## src/rtl/dma_pkg.sv

```systemverilog
// Shared encodings and byte-count helpers for the DMA stream FIFO budget tracker.
package dma_pkg;

    typedef enum logic [1:0] {SZ_BYTE = 2'd0, SZ_HALF = 2'd1, SZ_WORD = 2'd2, SZ_WORD_ALT = 2'd3} size_e;
    typedef enum logic [1:0] {BU_SINGLE = 2'd0, BU_INCR4 = 2'd1, BU_INCR8 = 2'd2, BU_INCR16 = 2'd3} burst_e;
    typedef enum logic [1:0] {FTH_QUARTER = 2'd0, FTH_HALF = 2'd1, FTH_3QUARTER = 2'd2, FTH_FULL = 2'd3} fth_e;
    typedef enum logic [1:0] {ST_IDLE = 2'd0, ST_RUN = 2'd1, ST_FLUSH = 2'd2, ST_DONE = 2'd3} state_e;

    // Largest burst is 16 beats of 4 bytes = 64, so 7 bits.
    localparam int BURST_BYTES_W = 7;

    function automatic logic [2:0] size_to_bytes(input logic [1:0] size);
        case (size_e'(size))
            SZ_BYTE: return 3'd1;
            SZ_HALF: return 3'd2;
            default: return 3'd4;
        endcase
    endfunction

    function automatic logic [4:0] burst_to_beats(input logic [1:0] burst);
        case (burst_e'(burst))
            BU_SINGLE: return 5'd1;
            BU_INCR4:  return 5'd4;
            BU_INCR8:  return 5'd8;
            default:   return 5'd16;
        endcase
    endfunction

    function automatic logic [31:0] fth_to_bytes(input logic [1:0] fth, input int fifo_size);
        logic [31:0] cap;
        cap = 32'd1 << fifo_size;
        case (fth_e'(fth))
            FTH_QUARTER:  return cap >> 2;
            FTH_HALF:     return cap >> 1;
            FTH_3QUARTER: return (cap >> 1) + (cap >> 2);
            default:      return cap;
        endcase
    endfunction

endpackage

```

## src/rtl/dma_fifo_budget_if.sv

```systemverilog
// Per-beat FIFO events in, registered grants/budgets/occupancy out.
interface dma_fifo_budget_if #(
    parameter int fifo_size = 5
) ();
    logic                 i_put;
    logic                 i_pull;
    logic                 o_grant_mp;
    logic                 o_grant_pp;
    logic [fifo_size:0]   o_left_bytes_mp;
    logic [fifo_size:0]   o_left_bytes_pp;
    logic [fifo_size:0]   o_fill;

    modport slave (
        input  i_put, i_pull,
        output o_grant_mp, o_grant_pp, o_left_bytes_mp, o_left_bytes_pp, o_fill
    );

    modport master (
        output i_put, i_pull,
        input  o_grant_mp, o_grant_pp, o_left_bytes_mp, o_left_bytes_pp, o_fill
    );
endinterface

```

## src/rtl/dma_burst_bytes.sv

```systemverilog
// Bytes moved by one burst: beat size times beat count (1..64).
module dma_burst_bytes
    import dma_pkg::*;
(
    input  logic [1:0]               i_size,
    input  logic [1:0]               i_burst,
    output logic [BURST_BYTES_W-1:0] o_bytes
);
    assign o_bytes = BURST_BYTES_W'(size_to_bytes(i_size)) * BURST_BYTES_W'(burst_to_beats(i_burst));
endmodule

```

## src/rtl/dma_fifo_budget.sv

```systemverilog
// Byte-budget tracker for one DMA stream FIFO: occupancy, flush/done/error FSM,
// and registered per-port grants and budgets computed from the post-update state.
module dma_fifo_budget
    import dma_pkg::*;
#(
    parameter int fifo_size = 5
) (
    input  logic       i_clk,
    input  logic       i_rst,
    input  logic       i_start,
    input  logic       i_abort,
    input  logic       i_src_last,
    input  logic       i_direct_dis,
    input  logic       i_dir_pbus_to_mbus,
    input  logic       i_dir_mbus_to_pbus,
    input  logic [1:0] i_msize,
    input  logic [1:0] i_psize,
    input  logic [1:0] i_mburst,
    input  logic [1:0] i_pburst,
    input  logic [1:0] i_fth,
    dma_fifo_budget_if.slave io_bus,
    output logic       o_busy,
    output logic       o_done,
    output logic       o_ovf,
    output logic       o_udf,
    output logic       o_residual,
    output logic       o_cfg_err
);
    localparam int W  = fifo_size + 1;
    localparam int XW = (fifo_size + 3 > 8) ? fifo_size + 3 : 8;
    localparam logic [XW-1:0] C_X = XW'(1) << fifo_size;

    state_e                   r_state, w_state_n;
    logic [W-1:0]             r_fill, w_fill_n;
    logic                     r_ovf, r_udf, r_res, r_cfg;
    logic                     w_ovf_n, w_udf_n, w_res_n, w_cfg_n;
    logic                     r_grant_mp, r_grant_pp, r_busy, r_done;
    logic [W-1:0]             r_left_mp, r_left_pp;

    logic                     w_src_is_mp, w_dir_ok, w_active_n, w_cfg_bad, w_over, w_under;
    logic [1:0]               w_src_size, w_dst_size, w_src_burst, w_dst_burst;
    logic [2:0]               w_src_beat, w_dst_beat;
    logic [BURST_BYTES_W-1:0] w_src_bb, w_dst_bb;
    logic [XW-1:0]            w_fth_x, w_dst_need, w_fill_nx, w_free_nx, w_src_bud, w_dst_bud;
    logic                     w_src_g, w_dst_g;
    logic signed [XW-1:0]     w_sum;

    function automatic logic [W-1:0] sat_fill(input logic signed [XW-1:0] s);
        if (s < 0) return '0;
        if (s > $signed(C_X)) return W'(C_X);
        return W'(s);
    endfunction

    assign w_src_is_mp = i_dir_mbus_to_pbus;
    assign w_dir_ok    = i_dir_mbus_to_pbus ^ i_dir_pbus_to_mbus;
    assign w_src_size  = w_src_is_mp ? i_msize  : i_psize;
    assign w_dst_size  = w_src_is_mp ? i_psize  : i_msize;
    assign w_src_burst = w_src_is_mp ? i_mburst : i_pburst;
    assign w_dst_burst = w_src_is_mp ? i_pburst : i_mburst;
    assign w_src_beat  = size_to_bytes(w_src_size);
    assign w_dst_beat  = size_to_bytes(w_dst_size);

    dma_burst_bytes u_src_bb (.i_size(w_src_size), .i_burst(w_src_burst), .o_bytes(w_src_bb));
    dma_burst_bytes u_dst_bb (.i_size(w_dst_size), .i_burst(w_dst_burst), .o_bytes(w_dst_bb));

    assign w_fth_x    = XW'(fth_to_bytes(i_fth, fifo_size));
    assign w_dst_need = (w_fth_x > XW'(w_dst_bb)) ? w_fth_x : XW'(w_dst_bb);
    assign w_cfg_bad  = i_direct_dis && ((XW'(w_src_bb) > C_X) || (XW'(w_dst_bb) > C_X) ||
                                         (XW'(w_dst_bb) > w_fth_x));

    // Width is wide enough that a net under/overflow stays representable before clamping.
    assign w_sum   = signed'(XW'(r_fill) + (io_bus.i_put  ? XW'(w_src_beat) : XW'(0))
                                         - (io_bus.i_pull ? XW'(w_dst_beat) : XW'(0)));
    assign w_over  = w_sum > $signed(C_X);
    assign w_under = w_sum < 0;

    always_comb begin
        w_state_n = r_state;
        w_fill_n  = r_fill;
        w_ovf_n   = r_ovf;
        w_udf_n   = r_udf;
        w_res_n   = r_res;
        w_cfg_n   = r_cfg;
        if (i_abort) begin
            w_state_n = ST_IDLE;
            w_fill_n  = '0;
            w_ovf_n   = 1'b0;
            w_udf_n   = 1'b0;
            w_res_n   = 1'b0;
            w_cfg_n   = 1'b0;
        end else begin
            case (r_state)
                ST_IDLE: begin
                    if (i_start) begin
                        w_fill_n = '0;
                        w_ovf_n  = 1'b0;
                        w_udf_n  = 1'b0;
                        w_res_n  = 1'b0;
                        w_cfg_n  = w_cfg_bad;
                        if (!w_cfg_bad) w_state_n = ST_RUN;
                    end
                end
                ST_RUN, ST_FLUSH: begin
                    w_fill_n = sat_fill(w_sum);
                    w_ovf_n  = r_ovf | w_over;
                    w_udf_n  = r_udf | w_under;
                    if (r_state == ST_RUN) begin
                        if (i_src_last) w_state_n = ST_FLUSH;
                    end else if (r_fill == '0) begin
                        w_state_n = ST_DONE;
                    end else if (W'(w_dst_beat) > r_fill) begin
                        w_res_n   = 1'b1;
                        w_state_n = ST_DONE;
                    end
                end
                default: w_state_n = ST_IDLE;
            endcase
        end
    end

    assign w_active_n = w_dir_ok && ((w_state_n == ST_RUN) || (w_state_n == ST_FLUSH));
    assign w_fill_nx  = XW'(w_fill_n);
    assign w_free_nx  = C_X - w_fill_nx;

    // In FLUSH the destination drains in single beats, so only one beat must be present.
    always_comb begin
        w_src_g   = 1'b0;
        w_dst_g   = 1'b0;
        w_src_bud = '0;
        w_dst_bud = '0;
        if (i_direct_dis) begin
            w_src_g   = w_free_nx >= XW'(w_src_bb);
            w_dst_g   = (w_state_n == ST_FLUSH) ? (w_fill_nx >= XW'(w_dst_beat))
                                                : (w_fill_nx >= w_dst_need);
            w_src_bud = w_free_nx;
            w_dst_bud = w_fill_nx;
        end else begin
            w_src_g   = w_fill_nx == '0;
            w_dst_g   = w_fill_nx >= XW'(w_dst_beat);
            w_src_bud = w_src_g ? XW'(w_src_beat) : '0;
            w_dst_bud = w_dst_g ? XW'(w_dst_beat) : '0;
        end
        if (!w_active_n) begin
            w_src_g   = 1'b0;
            w_dst_g   = 1'b0;
            w_src_bud = '0;
            w_dst_bud = '0;
        end
    end

    always_ff @(posedge i_clk) begin
        if (i_rst) begin
            r_state <= ST_IDLE;
            r_fill  <= '0;
            r_ovf   <= 1'b0;
            r_udf   <= 1'b0;
            r_res   <= 1'b0;
            r_cfg   <= 1'b0;
        end else begin
            r_state <= w_state_n;
            r_fill  <= w_fill_n;
            r_ovf   <= w_ovf_n;
            r_udf   <= w_udf_n;
            r_res   <= w_res_n;
            r_cfg   <= w_cfg_n;
        end
    end

    always_ff @(posedge i_clk) begin
        if (i_rst) begin
            r_grant_mp <= 1'b0;
            r_grant_pp <= 1'b0;
            r_left_mp  <= '0;
            r_left_pp  <= '0;
            r_busy     <= 1'b0;
            r_done     <= 1'b0;
        end else begin
            r_grant_mp <= w_src_is_mp ? w_src_g : w_dst_g;
            r_grant_pp <= w_src_is_mp ? w_dst_g : w_src_g;
            r_left_mp  <= W'(w_src_is_mp ? w_src_bud : w_dst_bud);
            r_left_pp  <= W'(w_src_is_mp ? w_dst_bud : w_src_bud);
            r_busy     <= (w_state_n == ST_RUN) || (w_state_n == ST_FLUSH);
            r_done     <= (w_state_n == ST_DONE) && !(w_ovf_n | w_udf_n | w_res_n | w_cfg_n);
        end
    end

    assign io_bus.o_grant_mp      = r_grant_mp;
    assign io_bus.o_grant_pp      = r_grant_pp;
    assign io_bus.o_left_bytes_mp = r_left_mp;
    assign io_bus.o_left_bytes_pp = r_left_pp;
    assign io_bus.o_fill          = r_fill;
    assign o_busy     = r_busy;
    assign o_done     = r_done;
    assign o_ovf      = r_ovf;
    assign o_udf      = r_udf;
    assign o_residual = r_res;
    assign o_cfg_err  = r_cfg;
endmodule

```

## src/flat_wrapper.sv

```systemverilog
// flat-port wrapper written by rule: the top's interface ports become plain ports
module dma_fifo_budget_flat import dma_pkg::*;
#(
    parameter int fifo_size = 5
)
  (i_clk, i_rst, i_start, i_abort, i_src_last, i_direct_dis, i_dir_pbus_to_mbus, i_dir_mbus_to_pbus, i_msize, i_psize, i_mburst, i_pburst, i_fth, o_busy, o_done, o_ovf, o_udf, o_residual, o_cfg_err, io_bus_i_put, io_bus_i_pull, io_bus_o_grant_mp, io_bus_o_grant_pp, io_bus_o_left_bytes_mp, io_bus_o_left_bytes_pp, io_bus_o_fill);
  dma_fifo_budget_if #(.fifo_size(fifo_size)) io_bus_i ();
  input  logic i_clk;
  input  logic i_rst;
  input  logic i_start;
  input  logic i_abort;
  input  logic i_src_last;
  input  logic i_direct_dis;
  input  logic i_dir_pbus_to_mbus;
  input  logic i_dir_mbus_to_pbus;
  input  logic [1:0] i_msize;
  input  logic [1:0] i_psize;
  input  logic [1:0] i_mburst;
  input  logic [1:0] i_pburst;
  input  logic [1:0] i_fth;
  output logic o_busy;
  output logic o_done;
  output logic o_ovf;
  output logic o_udf;
  output logic o_residual;
  output logic o_cfg_err;
  input wire logic [$bits(io_bus_i.i_put)-1:0] io_bus_i_put;
  input wire logic [$bits(io_bus_i.i_pull)-1:0] io_bus_i_pull;
  output wire logic [$bits(io_bus_i.o_grant_mp)-1:0] io_bus_o_grant_mp;
  output wire logic [$bits(io_bus_i.o_grant_pp)-1:0] io_bus_o_grant_pp;
  output wire logic [$bits(io_bus_i.o_left_bytes_mp)-1:0] io_bus_o_left_bytes_mp;
  output wire logic [$bits(io_bus_i.o_left_bytes_pp)-1:0] io_bus_o_left_bytes_pp;
  output wire logic [$bits(io_bus_i.o_fill)-1:0] io_bus_o_fill;
  assign io_bus_i.i_put = io_bus_i_put;
  assign io_bus_i.i_pull = io_bus_i_pull;
  assign io_bus_o_grant_mp = io_bus_i.o_grant_mp;
  assign io_bus_o_grant_pp = io_bus_i.o_grant_pp;
  assign io_bus_o_left_bytes_mp = io_bus_i.o_left_bytes_mp;
  assign io_bus_o_left_bytes_pp = io_bus_i.o_left_bytes_pp;
  assign io_bus_o_fill = io_bus_i.o_fill;
  dma_fifo_budget #(.fifo_size(fifo_size)) u_core (.i_clk(i_clk), .i_rst(i_rst), .i_start(i_start), .i_abort(i_abort), .i_src_last(i_src_last), .i_direct_dis(i_direct_dis), .i_dir_pbus_to_mbus(i_dir_pbus_to_mbus), .i_dir_mbus_to_pbus(i_dir_mbus_to_pbus), .i_msize(i_msize), .i_psize(i_psize), .i_mburst(i_mburst), .i_pburst(i_pburst), .i_fth(i_fth), .io_bus(io_bus_i), .o_busy(o_busy), .o_done(o_done), .o_ovf(o_ovf), .o_udf(o_udf), .o_residual(o_residual), .o_cfg_err(o_cfg_err));
endmodule
```

## config.mk

```make
export PLATFORM = sky130hd
export DESIGN_NAME = dma_fifo_budget_flat
export DESIGN_NICKNAME = d
export VERILOG_FILES = /design/src/rtl/dma_pkg.sv /design/src/rtl/dma_fifo_budget_if.sv /design/src/rtl/dma_burst_bytes.sv /design/src/rtl/dma_fifo_budget.sv /design/src/flat_wrapper.sv
export SDC_FILE = /design/constraint.sdc
export NUM_CORES = 1
export LEC_CHECK = 0
export CAP_MARGIN = 20
export CORE_UTILIZATION = 57
export DETAILED_ROUTE_END_ITERATION = 7
export PLACE_DENSITY = 0.82
export SETUP_SLACK_MARGIN = 0.3
export SYNTH_ARGS = -nofsm -noshare
export SYNTH_HDL_FRONTEND = slang
export SYNTH_SLANG_ARGS = --single-unit
export TNS_END_PERCENT = 30
```

## constraint.sdc

```tcl
create_clock -name i_clk -period 7.1 [get_ports i_clk]
set_clock_uncertainty 0.05 [all_clocks]
set_input_delay 1.42 -clock i_clk [delete_from_list [all_inputs] [get_ports i_clk]]
set_output_delay 1.42 -clock i_clk [all_outputs]
set_load 0.02 [all_outputs]
```

==> flow_summary.toml <==
[cts]
clockRootBuffer = "clkbuf_8"
cts.htree.levels = 1
path_clk_slew_ns = 0.09
cts_tree = "built"
numCtsBuffers = 3
worstSkewPairLatency_ns = 0.27
ctsLongestPathBuffers = 2
cts_sinks = 28
hold_buffers = 0

[sta]
final_max_slew_viol_count = 0
hold_violations = 0
fin_crit_ns = 6.63
worstMarginPinSlew_ns = 0.588
setup_viol = 0
fmax_ghz = 0.151
max_slew_margin = 0.602
rsz0062_at_grt = "yes"
post-route-period-util = 0.933

[cells_and_area]
fillers = 463
fin_util = 0.733
area_delta_synth_final_pct = 23.3
fin_nets = 571
drive_above_1_share = 0.183
finalNonFillerCells = 567
diodes = 0

[floorplan]
row_count = 28
core_um2 = 5960
initial_utilization = 0.594
dieArea_um2 = 6530
fp.dieW_um = 80.8
pin_count = 46
die_y_um = 80.8

[route]
dr.pass1.iters = 5
drcViolationCount = 0
drt_wl_total_mm = 9.68
routedWlPerCell_um = 17.1
postRouteAntennaNets = 0
detailedRoute.firstIterationViolations = 254
via_per_inst = 6.33
via_count = 3588

[synth]
syn_avg_cell_area_um2 = 8.15
synth-main-ff-cell = "dfxtp_1"
ys_ff_latch = 28
synth_edf_count = 0
yosysTopAreaCellShare = 0.177
synth_top_cell_by_area = "ha_1"
syn-num-nets = 511
synth_area_um2 = 3540
synth_area_leaders = "ha_1, dfxtp_1, inv_1"
yosysUniqueCellTypes = 83
synth-seq-area-share = 0.158
async_reset_ff_frac = 0
ys_warn_count = 0
synth_cells = 434

[worst_setup_path]
max_stage_delay_ns = 0.55
crit_path_end = "u_core.io_bus.o_grant_mp$_SDFF_PP0_"
path_class = "in -> reg"
crit_fanout = 5
worstPathRequired_ns = 7.20
r2r-start = "u_core.io_bus.o_fill[2]$_SDFF_PP0_"
worstSetupEndpointType = "flip-flop"
crit_path_start = "i_psize[0]"
r2r_slack_ns = 1.95
critical_path.slowest_cell = "fa_1"
r2r_end = "u_core.io_bus.o_grant_mp$_SDFF_PP0_"
critPathLaunchType = "input port"
crit_arrival_ns = 6.73
reg2reg_depth = 24

[global_routing]
antenna_found_initial = 0
gr-total-overflow = 0
grt_usage = 0.294
grt_max_degree = 23
grt_pass1_wl_mm = 15.0
grt_pass1_vias = 3367

[placement]
globalplace.congestion = 0.985
hpwl_mm = 7.56
io_buffers = 45
post-place-cells = 557

[outcome]
status = "complete, no violations"

[job]
drv_cap = 0

[pwr]
total_leakage_power_nw = 1.89
power_density_nw_per_um2 = 122
peakVddDrop_mv = 0.119

[hold_path]
min_from = "u_core.o_cfg_err$_SDFF_PP0_"
holdCritPathClass = "reg -> reg"
## how the worst min path moves through the flow
| stage | end | slack (ns) | cells past startpoint |
|---|---|---|---|
| after floorplan | u_core.r_state[1]$_SDFF_PP0_ | 0.55 | 2 |
| final | u_core.o_cfg_err$_SDFF_PP0_ | 0.55 | 2 |
| after detailed placement | u_core.o_cfg_err$_SDFF_PP0_ | 0.54 | 2 |
| after CTS | u_core.o_cfg_err$_SDFF_PP0_ | 0.56 | 2 |
| after global placement | u_core.o_cfg_err$_SDFF_PP0_ | 0.52 | 2 |
| after global routing | u_core.o_cfg_err$_SDFF_PP0_ | 0.59 | 2 |
## worst max-delay path: cells and delay by family
| kind | cells | cell delay (ns) |
|---|---|---|
| AO/OA/AOI/OAI | 10 | 2.01 |
| XOR/XNOR | 2 | 0.40 |
| adder cells (fa/ha/maj) | 4 | 1.29 |
| buffers and inverters | 3 | 0.63 |
| multiplexers | 1 | 0.33 |
| AND/OR/NAND/NOR | 6 | 0.63 |
## kinds of logic after synthesis
kind of cell,share of synthesized area
and+or+nand+nor,0.240
AOI/OAI and AO/OA,0.243
buffers and inverters,0.0735
adders and majority gates,0.216
DFF,0.158
xor gates and xnor gates,0.0481
muxes,0.0205
## repair_timing
action                                  CTS  global route
pin swaps                                 0            10
buffers inserted                          0             7
resized for setup                         5            26
endpoints found under the setup margin    9            13
## synth_stat cells, drive strengths merged (3+ instances only)
cell and number:
inv 52, ha 50, nor2 46, dfxtp 28, a21oi 23, nand2 21
o21ai 17, a31oi 13, nand2b 12, nor3 12, nand3 11, xnor2 11
and2 9, o22ai 9, a21o 7, fa 7, nor2b 7, or2 7
buf 6, clkbuf 6, a22oi 5, mux2i 5, nor3b 5, nor4 5
o31ai 5, or3 5, xor2 5, and3 4, a22o 3, a32oi 3
nand3b 3, o2111ai 3, o21a 3
## sequential cells by signal, summed over array words and instances (netlist names)
signal / count
u_core.o_ovf: 1
u_core.io_bus.o_grant_mp: 1
u_core.o_done: 1
u_core.io_bus.o_grant_pp: 1
u_core.o_cfg_err: 1
u_core.io_bus.o_fill: 6
u_core.io_bus.o_left_bytes_mp: 6
u_core.o_busy: 1
u_core.o_residual: 1
u_core.r_state: 2
u_core.o_udf: 1
u_core.io_bus.o_left_bytes_pp: 6
## layout make-up
| type | instances | area, um2 | area share |
|---|---|---|---|
| clock buffers | 3 | 41.3 | 0.00946 |
| inverters | 52 | 195 | 0.0447 |
| multi-input cells | 342 | 2860 | 0.655 |
| flip-flops and latches | 28 | 561 | 0.128 |
| well taps | 75 | 93.8 | 0.0215 |
| repair buffers | 67 | 617 | 0.141 |
## through the flow
stage	TNS, ns	setup slack [ns]	instance area, um2	hold WS, ns	total power, mW
finish	0	0.475	4360	0.555	0.531
global route	0	0.293	4360	0.587	0.559
CTS	0	0.317	4190	0.556	0.495
detailed placement	-0.401	-0.205	4130	0.536	0.410
global placement	0	0.0622	4130	0.515	0.402
floorplan	0	0.533	3540	0.552	0.343
## cells in the final DEF, fill, tap and decap left out, types with 4 or more instances in the layout
| cell | n |
|---|---|
| mux2i_1 | 4 |
| nor2b_1 | 4 |
| nand2b_1 | 8 |
| or2_2 | 5 |
| o31ai_1 | 4 |
| a21o_1 | 7 |
| a21oi_1 | 19 |
| and2_1 | 7 |
| nor2_1 | 44 |
| a21oi_2 | 4 |
| nor3_1 | 11 |
| nor4_1 | 4 |
| fa_1 | 6 |
| dfxtp_1 | 28 |
| ha_1 | 46 |
| nand2_1 | 21 |
| nand3_1 | 7 |
| xnor2_1 | 8 |
| clkdlybuf4s50_1 | 43 |
| or3_1 | 4 |
| inv_1 | 50 |
| o22ai_1 | 8 |
| buf_4 | 21 |
| o21ai_0 | 15 |
| nand3_2 | 4 |
| a31oi_1 | 11 |
| xor2_1 | 4 |
## per-layer routing
metal,up-vias,part of all wire,global-route usage
met1,1722,0.41,0.338
met3,38,0.054,0.0371
li1,1670,-,-
met4,0,0.033,0.121
met2,158,0.51,0.545
met5,-,0,0
## report_power, final
group / switching, mW / total (mW) / internal (mW)
sequential: 0.00234 / 0.163 / 0.161
combinational: 0.159 / 0.285 / 0.125
clock: 0.0454 / 0.0834 / 0.0381
Power figures use the tool's default switching activity.
